`src/rtl/twos_comp_rx.sv`:
```
// Serial two's-complement negation receiver: LSB-first bit stream in, negated word out.
// Define TWOS_COMP_RX_DROP_CNT_EN to add the saturating drop_cnt output.
module twos_comp_rx #(
  parameter int unsigned WIDTH = 8
) (
  input  logic             clk,
  input  logic             rst,
  input  logic             in_valid,
  input  logic             in_first,
  input  logic             incode,
  input  logic             out_ready,
  output logic             out_valid,
  output logic [WIDTH-1:0] out_data,
  output logic             out_ovf,
  output logic             frame_err,
  output logic             drop
`ifdef TWOS_COMP_RX_DROP_CNT_EN
  ,
  output logic [7:0]       drop_cnt
`endif
);

  localparam int unsigned CW = $clog2(WIDTH + 1);

  localparam logic [0:0] COPY   = 1'b0;
  localparam logic [0:0] INVERT = 1'b1;

  logic [CW-1:0]    cnt;
  logic [CW-1:0]    idx;
  logic [0:0]       state;
  logic [0:0]       eff_state;
  logic [0:0]       next_state;
  logic [WIDTH-1:0] sr;
  logic [WIDTH-1:0] base;
  logic [WIDTH-1:0] word;
  logic             accept;
  logic             err;
  logic             rec_bit;
  logic             complete;
  logic             word_ovf;
  logic             load;

  // A bit flagged in_first always restarts from COPY at index 0 with a clean word.
  always_comb begin
    accept    = 1'b0;
    err       = 1'b0;
    idx       = cnt;
    eff_state = state;
    base      = sr;
    if (in_valid) begin
      if (in_first) begin
        accept    = 1'b1;
        err       = (cnt != '0);
        idx       = '0;
        eff_state = COPY;
        base      = '0;
      end else if (cnt == '0) begin
        err = 1'b1;
      end else begin
        accept = 1'b1;
      end
    end
    rec_bit    = (eff_state == COPY) ? incode : ~incode;
    next_state = (eff_state == COPY && incode) ? INVERT : eff_state;
    word       = (base & ~(WIDTH'(1) << idx)) | (WIDTH'(rec_bit) << idx);
    complete   = accept && (idx == CW'(WIDTH - 1));
    word_ovf   = (word == {1'b1, {(WIDTH-1){1'b0}}});
    load       = complete && (!out_valid || out_ready);
  end

  always_ff @(posedge clk or posedge rst) begin
    if (rst) begin
      cnt       <= '0;
      state     <= COPY;
      sr        <= '0;
      out_valid <= 1'b0;
      out_data  <= '0;
      out_ovf   <= 1'b0;
      frame_err <= 1'b0;
      drop      <= 1'b0;
    end else begin
      frame_err <= err;
      drop      <= complete && !load;
      if (accept) begin
        if (complete) begin
          cnt   <= '0;
          state <= COPY;
          sr    <= '0;
        end else begin
          cnt   <= idx + CW'(1);
          state <= next_state;
          sr    <= word;
        end
      end
      if (load) begin
        out_valid <= 1'b1;
        out_data  <= word;
        out_ovf   <= word_ovf;
      end else if (out_valid && out_ready) begin
        out_valid <= 1'b0;
      end
    end
  end

`ifdef TWOS_COMP_RX_DROP_CNT_EN
  always_ff @(posedge clk or posedge rst) begin
    if (rst) begin
      drop_cnt <= '0;
    end else if (complete && !load && drop_cnt != '1) begin
      drop_cnt <= drop_cnt + 8'd1;
    end
  end
`endif

endmodule

```
`config.mk`:
```
export PLATFORM = sky130hd
export DESIGN_NAME = twos_comp_rx
export DESIGN_NICKNAME = d
export VERILOG_FILES = /design/src/rtl/twos_comp_rx.sv
export SDC_FILE = /design/constraint.sdc
export NUM_CORES = 1
export LEC_CHECK = 0
export CORE_MARGIN = 3
export CORE_UTILIZATION = 59
export CTS_CLUSTER_SIZE = 30
export DETAILED_ROUTE_END_ITERATION = 8
export DONT_BUFFER_PORTS = 1
export PLACE_DENSITY = 0.75
export SETUP_SLACK_MARGIN = 0.1
export SYNTH_ARGS = -nofsm -noshare
export SYNTH_HDL_FRONTEND = slang
export SYNTH_SLANG_ARGS = --single-unit
```
`constraint.sdc`:
```
create_clock -name clk -period 2.35 [get_ports clk]
set_clock_uncertainty 0.05 [all_clocks]
set_input_delay 0.3525 -clock clk [delete_from_list [all_inputs] [get_ports clk]]
set_output_delay 0.3525 -clock clk [all_outputs]
set_load 0.03 [all_outputs]
```
==> metrics.cfg, run 1 <==
[global_route]
overflow=0
grt_max_degree=26
grt_pass1_wl_um=4760
antenna_found_initial=0
grt_pass1_vias=1009
grt_use_total=0.224

[floorplan]
initial_core_util=0.666
die_area_mm2=0.00297
core_area_mm2=0.00208
row_count=16
ios=18
dieHeight_um=54.5
die_w_um=54.5

[final_layout]
final_common_cell=dfrtp_1
antennaDiodeCount=0
final_cell_mix=dfrtp_1, nand2_1, o21ai_0, o21ai_1, buf_4
drive_above_1_share=0.132
synthToLayoutAreaGrowth_pct=5.23
nets=163
num-fill-cells=161
post-route-cell-area_mm2=0.00146
final_util=0.701

[power_and_ir_drop]
power_frac_seq=0.487
clkPwrFrac=0.120
p_leak_nw=0.634
ir_worst_vdd_mv=0.700
pwr-share-comb=0.392
netSwitchingFraction=0.455
switchingPower_uw=738
powerDensity_mw_per_mm2=1110
intPower_uw=885

[yosys]
synth-seq-area-share=0.451
synth_edf_count=0
synth_cells=150
syn-mean-instance-area_um2=9.24
synth.distinct_cells=39
synth_fp_nets=160
async_flop_share=1.00
synth_seq_cells=25
synth_area_mm2=0.00139
synth_ff_type=dfrtp_1
yosys_warnings=0

[sta]
period_minus_slack_ns=2.00
finalCritPeriodShare=0.851
final_max_slew_viol_count=0
grt_setup_unrepaired=no
finalHoldViolations=0
hold_ws_ns=0.0538
max_slew_margin=0.383
setup-violations-final=0
tightest_slew_ns=0.925
fin_setup_tns_ns=0
setup_ws_ns=0.350
fmax_ghz=0.500

[setup_path]
critPathTopFamily=compound AO/OA/AOI/OAI gates
max_stage_delay_ns=0.44
crit_arrival_ns=2.22
worstPathCellList=nand2_1, ha_1, inv_1, nor4_2, o21ai_0, a211oi_2, a22o_1
worst-path-buf-inv=1
crit_fanout=8
worstPathRequired_ns=2.57
slowest_stage=ha_1
worstSetupPathType=reg2reg
crit_path_start_kind=flop
endpoint_kind=flop

[clock_tree]
clockBufferDepth=2
cts_tree=yes
ctsHtreeMaxLevel=1
clk_pin_slew_worst_paths_ns=0.14
clk_latency_ns=0.32
clockRootBuffer=clkbuf_4
cts_setup_buffers=0
numCtsBuffers=3
clock-sinks=25

[route]
finalWirelength_um=2910
first_pass_iters=4
drt_iter0_drc=41
ant_nets=0
drc_errors=0
vias=1124
avgRoutedWirePerCell_um=16.3
viasPerCell=6.28

[placed_design]
place_area_mm2=0.00142
io_buffers=0
post-dp-hpwl_um=2070
place_congestion=0.967
post-place-ws_ns=0.232

[run]
drv_cap=0

[status]
outcome=finished clean

[worst_hold_path]
hold_class=in2async

## worst reg2reg max path: cells and delay by family (launching register included)
family / cells / cell delay [ns]
adder cells (fa/ha/maj): 1 / 0.44
buffers and inverters: 1 / 0.16
AO/OA/AOI/OAI: 3 / 0.53
flip-flops: 1 / 0.38
AND/OR/NAND/NOR: 2 / 0.40
## final cells by class
class                      instances  area (um2)  share of cell area
sequential                        25         626               0.429
clock buffer                       4        26.3              0.0180
inverter                           6        22.5              0.0154
tap                               27        33.8              0.0232
timing repair buffer               8        60.1              0.0412
multi-input combinational        109         691               0.473
## path summary, 6_finish.rpt
kind | start | depth (start not counted) | endpoint | slack (ns)
max in group asynchronous | rst | 1 | out_data[1] | 1.63
worst min-delay path | rst | 1 | out_data[5] | 0.05
worst max register to register | state | 7 | out_ovf | 0.35
worst min register to register | state | 2 | state | 0.46
min in group clk | in_valid | 1 | frame_err | 0.12
worst max-delay path | state | 7 | out_ovf | 0.35
## per-stage QoR
stage	total power, mW	cells
floorplan	1.27	150
global placement	1.39	175
detailed placement	1.42	175
CTS	1.61	179
global route	1.74	179
finish	1.62	179
## power groups by stage
stage | Clock [mW] | Combinational, mW | Sequential, mW
floorplan | 0 | 0.495 | 0.772
CTS | 0.195 | 0.623 | 0.791
finish | 0.195 | 0.637 | 0.791
detailed placement | 0 | 0.619 | 0.800
global placement | 0 | 0.594 | 0.795
global route | 0.218 | 0.708 | 0.811
## cells by family (layout without fill, tap and decap cells)
logic type / Yosys count / count (layout) / synth area share
compound gates: 42 / 42 / 0.179
mux: 3 / 3 / 0.0217
buf+inv: 16 / 18 / 0.0568
simple gates: 60 / 60 / 0.255
flops: 25 / 25 / 0.451
fa+ha+maj: 4 / 4 / 0.0361
## state kept, by name, indices dropped and copies added, names as in the netlist
signal / count
drop: 1
out_valid: 1
out_data: 8
state: 1
cnt: 4
out_ovf: 1
frame_err: 1
sr: 8
## synthesized netlist by cell type, drive strengths merged, types with 3 or more instances
cell	instances	share of area
nor3	7	0.033
inv	6	0.016
nor2b	4	0.018
nor2	8	0.023
mux2i	3	0.022
nand2	22	0.061
ha	4	0.036
a21oi	6	0.022
o31ai	3	0.016
nand2b	4	0.018
clkbuf	4	0.011
dfrtp	25	0.45
buf	6	0.030
o21ai	25	0.090
## repair_timing
item / in CTS / in global routing
setup endpoints to repair: 0 / 2
hold buffers: 0 / 0
endpoints found under the hold margin: 0 / 0
resized for setup: 0 / 2
## metal layers
layer | vias to the layer above | share of wire | wire length [um] | track usage
met4 | 0 | 0.013 | 38 | 0.0830
met5 | - | 0 | 0 | 0
met2 | 46 | 0.48 | 1390 | 0.341
met3 | 6 | 0.065 | 189 | 0.0436
li1 | 537 | - | - | -
met1 | 535 | 0.44 | 1290 | 0.315
Power figures use the tool's default switching activity.
==> inputs of run 2 (changes only) <==
--- a/config.mk
+++ b/config.mk
@@ -11,6 +11,7 @@
 export DETAILED_ROUTE_END_ITERATION = 8
 export DONT_BUFFER_PORTS = 1
 export PLACE_DENSITY = 0.75
+export RECOVER_POWER = 50
 export SETUP_SLACK_MARGIN = 0.1
 export SYNTH_ARGS = -nofsm -noshare
 export SYNTH_HDL_FRONTEND = slang
==> constraint.sdc (replaced) <==
create_clock -name clk -period 2.1 [get_ports clk]
set_clock_uncertainty 0.05 [all_clocks]
set_input_delay 0.315 -clock clk [delete_from_list [all_inputs] [get_ports clk]]
set_output_delay 0.315 -clock clk [all_outputs]
set_load 0.03 [all_outputs]
==> metrics.cfg, run 2 (synthesized netlist as in run 1, its figures left out) <==
[status]
outcome=finished clean

[route]
ant_nets=0
finalWirelength_um=2940
viasPerCell=6.11
avgRoutedWirePerCell_um=15.9
vias=1131
first_pass_iters=4
drt_iter0_drc=43
drc_errors=0

[sta]
setup_ws_ns=0.196
hold_ws_ns=0.0685
tightest_slew_ns=0.585
finalHoldViolations=0
finalCritPeriodShare=0.907
period_minus_slack_ns=1.90
fmax_ghz=0.525
final_max_slew_viol_count=0
setup-violations-final=0
max_slew_margin=0.605
fin_setup_tns_ns=0
grt_setup_unrepaired=no

[global_route]
antenna_found_initial=0
grt_use_total=0.246
grt_pass1_vias=1051
grt_max_degree=26
grt_pass1_wl_um=5050
overflow=0

[placed_design]
io_buffers=0
post-place-ws_ns=0.0979
place_congestion=0.859
placedCellCount=180
place_area_mm2=0.00146
post-dp-hpwl_um=2210

[final_layout]
nets=169
final_util=0.730
synthToLayoutAreaGrowth_pct=9.57
antennaDiodeCount=0
final_cell_mix=dfrtp_1, nand2_1, o21ai_0, buf_4, o21ai_1
final_common_cell=dfrtp_1
reg_top3=out_data x8, sr x8, cnt x4
drive_above_1_share=0.190
post-route-cell-area_mm2=0.00152
layoutNonFillerInstCount=185

[clock_tree]
clock-sinks=25
clockRootBuffer=clkbuf_4
cts_setup_buffers=0
clk_latency_ns=0.33
numCtsBuffers=3
clk_pin_slew_worst_paths_ns=0.14
cts_tree=yes
ctsHtreeMaxLevel=1
clockBufferDepth=2

[run]
drv_cap=0

[floorplan]
row_count=16
dieHeight_um=54.5
initial_core_util=0.666
die_area_mm2=0.00297
core_area_mm2=0.00208
ios=18
die_w_um=54.5

[setup_path]
r2r-start=cnt[1]
crit_start=cnt[1]
critPathCapture=out_ovf
r2r_end=out_ovf
r2r_slack_ns=0.20
crit_arrival_ns=2.13
crit_path_start_kind=flop
worstSetupPathType=reg2reg
worstPathRequired_ns=2.33
crit_fanout=8
rr_worst_depth=6
endpoint_kind=flop

[power_and_ir_drop]
powerDensity_mw_per_mm2=1240
pwr-share-comb=0.405
intPower_mw=1.04
switchingPower_uw=847
power_frac_seq=0.477
p_leak_nw=0.661
clkPwrFrac=0.118
p_total_mw=1.89
ir_worst_vdd_mv=0.830
netSwitchingFraction=0.449

[worst_hold_path]
min_from=in_valid
hold_class=in2reg

-- run 2: final cells by class --
type,count,area (um2)
fillers,158,563
multi-input cells,109,699
clock buffers,4,26.3
well taps,27,33.8
repair buffers,14,108
flip-flops and latches,25,629
inverters,6,22.5
-- run 2: routing by layer --
layer,track usage,routed length [um],vias up
met5,0,0,-
met4,0.120,72,0
met3,0.0436,156,7
met2,0.355,1380,38
met1,0.354,1330,538
li1,-,-,548
-- run 2: worst min path at each step --
stage	slack [ns]	to	depth (start not counted)
finish	0.07	frame_err	1
CTS	0.08	frame_err	1
global placement	0.22	out_data[6]	2
floorplan	0.29	cnt[0]	1
detailed placement	0.23	out_data[5]	2
global route	0.07	frame_err	1
-- run 2: worst max-delay path, cell delays in order, from the launching register on --
cell	delay, ns
dfrtp_2	0.47
buf_4	0.17
or4b_4	0.57
nor3_1	0.16
nor3_1	0.09
a211oi_2	0.20
a22o_1	0.15
-- run 2: power groups by stage --
| stage | clock (mW) | sequential (mW) | combinational (mW) |
|---|---|---|---|
| finish | 0.224 | 0.900 | 0.765 |
| global route | 0.244 | 0.926 | 0.866 |
| CTS | 0.223 | 0.896 | 0.740 |
| detailed placement | 0 | 0.908 | 0.734 |
| global placement | 0 | 0.899 | 0.705 |
| floorplan | 0 | 0.864 | 0.556 |
-- run 2: repair_timing --
action	CTS	global route
hold buffers	1	0
endpoints found under the setup margin	4	5
gates resized for setup	1	6
hold endpoints to repair	25	0
pin swaps	0	0
==> inputs of run 3 (changes only) <==
--- a/config.mk
+++ b/config.mk
@@ -10,7 +10,7 @@
 export CTS_CLUSTER_SIZE = 30
 export DETAILED_ROUTE_END_ITERATION = 8
 export DONT_BUFFER_PORTS = 1
-export PLACE_DENSITY = 0.75
+export PLACE_DENSITY = 0.86
 export RECOVER_POWER = 50
 export SETUP_SLACK_MARGIN = 0.1
 export SYNTH_ARGS = -nofsm -noshare
==> metrics.cfg, run 3 (synthesized netlist as in run 1, its figures left out) <==
[sta]
final_max_slew_viol_count=0
tightest_slew_ns=1.22
max_slew_margin=0.189
setup-violations-final=0
fin_setup_tns_ns=0
finalCritPeriodShare=0.947
hold_ws_ns=0.0757
finalHoldViolations=0
period_minus_slack_ns=1.99
fmax_ghz=0.503
grt_setup_unrepaired=no

[route]
ant_nets=0
drt_iter0_drc=47
finalWirelength_um=3160
avgRoutedWirePerCell_um=16.9
first_pass_iters=4
drc_errors=0
vias=1173
viasPerCell=6.27

[final_layout]
reg_top3=out_data x8, sr x8, cnt x4
synthToLayoutAreaGrowth_pct=11.2
num-fill-cells=154
drive_above_1_share=0.200
final_cell_mix=nand2_1, dfrtp_1, o21ai_0, buf_4, o21ai_1
nets=171
antennaDiodeCount=0
post-route-cell-area_mm2=0.00154

[global_route]
grt_max_degree=24
antenna_found_initial=0
grt_use_total=0.232
grt_pass1_vias=1081
overflow=0
grt_pass1_wl_um=4840

[setup_path]
worstSetupPathType=reg2reg
r2r_slack_ns=0.11
crit_path_start_kind=flop
crit_fanout=6
crit_arrival_ns=2.20
worstPathCellList=buf_4, or4b_1, nor3_2, nor3_1, a211oi_2, a22o_1
max_stage_delay_ns=0.64
worstPathRequired_ns=2.31
slowest_stage=or4b_1
endpoint_kind=flop

[clock_tree]
cts_tree=yes
clockRootBuffer=clkbuf_4
clk_latency_ns=0.31
ctsHtreeMaxLevel=1
clock-sinks=25
numCtsBuffers=3
clk_pin_slew_worst_paths_ns=0.13
clockBufferDepth=2

[floorplan]
die_w_um=54.5
ios=18
dieHeight_um=54.5
row_count=16
core_area_mm2=0.00208
initial_core_util=0.666
die_area_mm2=0.00297

[placed_design]
place_area_mm2=0.00145
io_buffers=0
place_congestion=0.916
post-dp-hpwl_um=2240

[power_and_ir_drop]
p_leak_nw=0.668
powerDensity_mw_per_mm2=1250
ir_worst_vdd_mv=0.731

[worst_hold_path]
hold_class=in2reg

[status]
outcome=finished clean

[run]
drv_cap=0

-- run 3: cell types whose count changed in the layout (fill, tap and decap cells not counted) --
cell | before | now
clkbuf_1 | 1 | 2
nor4_4 | 0 | 1
nor3_1 | 5 | 4
dfrtp_1 | 22 | 21
or4b_4 | 1 | 0
dfrtp_2 | 3 | 4
nor3_2 | 1 | 2
or4b_1 | 1 | 2
nor4_2 | 2 | 1
buf_4 | 13 | 14
-- run 3: final timing paths --
kind | cells after the start | endpoint | start
hold reg to reg | 2 | state | state
setup / recovery | 6 | out_ovf | cnt[1]
max in group asynchronous | 3 | cnt[3] | rst
hold / removal | 1 | frame_err | in_valid
min in group asynchronous | 2 | out_data[5] | rst
setup reg to reg | 6 | out_ovf | cnt[1]
-- run 3: where the power goes --
group / switching, mW / internal, mW / leakage (nW)
logic: 0.442 / 0.356 / 0.325
clock network: 0.136 / 0.0742 / 0.0150
registers: 0.288 / 0.637 / 0.328
total: 0.866 / 1.07 / 0.668
-- run 3: layout make-up --
cell class              instances  area, um2  share of cell area
flip-flops and latches         25        631               0.409
well taps                      27       33.8              0.0219
repair buffers                 16        119              0.0771
clock buffers                   4       26.3              0.0170
multi-input cells             109        709               0.460
inverters                       6       22.5              0.0146
-- run 3: critical path: cells and delay by family (launching register included) --
family / cells / cell delay (ns)
flops: 1 / 0.48
buf+inv: 1 / 0.16
simple gates: 3 / 0.90
compound gates: 2 / 0.36
-- run 3: through the flow --
step                      setup WS, ns  power (mW)  cells   util
after floorplan                  0.165        1.42    150      -
after global placement           0.178        1.57    178  0.695
after detailed placement       0.00932        1.62    178  0.695
after CTS                       0.0910        1.84    183  0.714
after global routing            0.0660        2.06    187  0.740
final                            0.112        1.93    187  0.740
-- run 3: repair_timing --
action	4_1_cts	5_1_grt
gates resized for setup	2	7
hold endpoints to repair	25	0
setup endpoints to repair	5	19
setup buffers	0	4
hold buffers	1	0
-- run 3: metal layers --
layer	share of wire	GRT usage	up-vias
met1	0.41	0.286	560
met3	0.065	0.0518	6
met2	0.51	0.378	53
met4	0.017	0.120	0
li1	-	-	554
met5	0	0	-
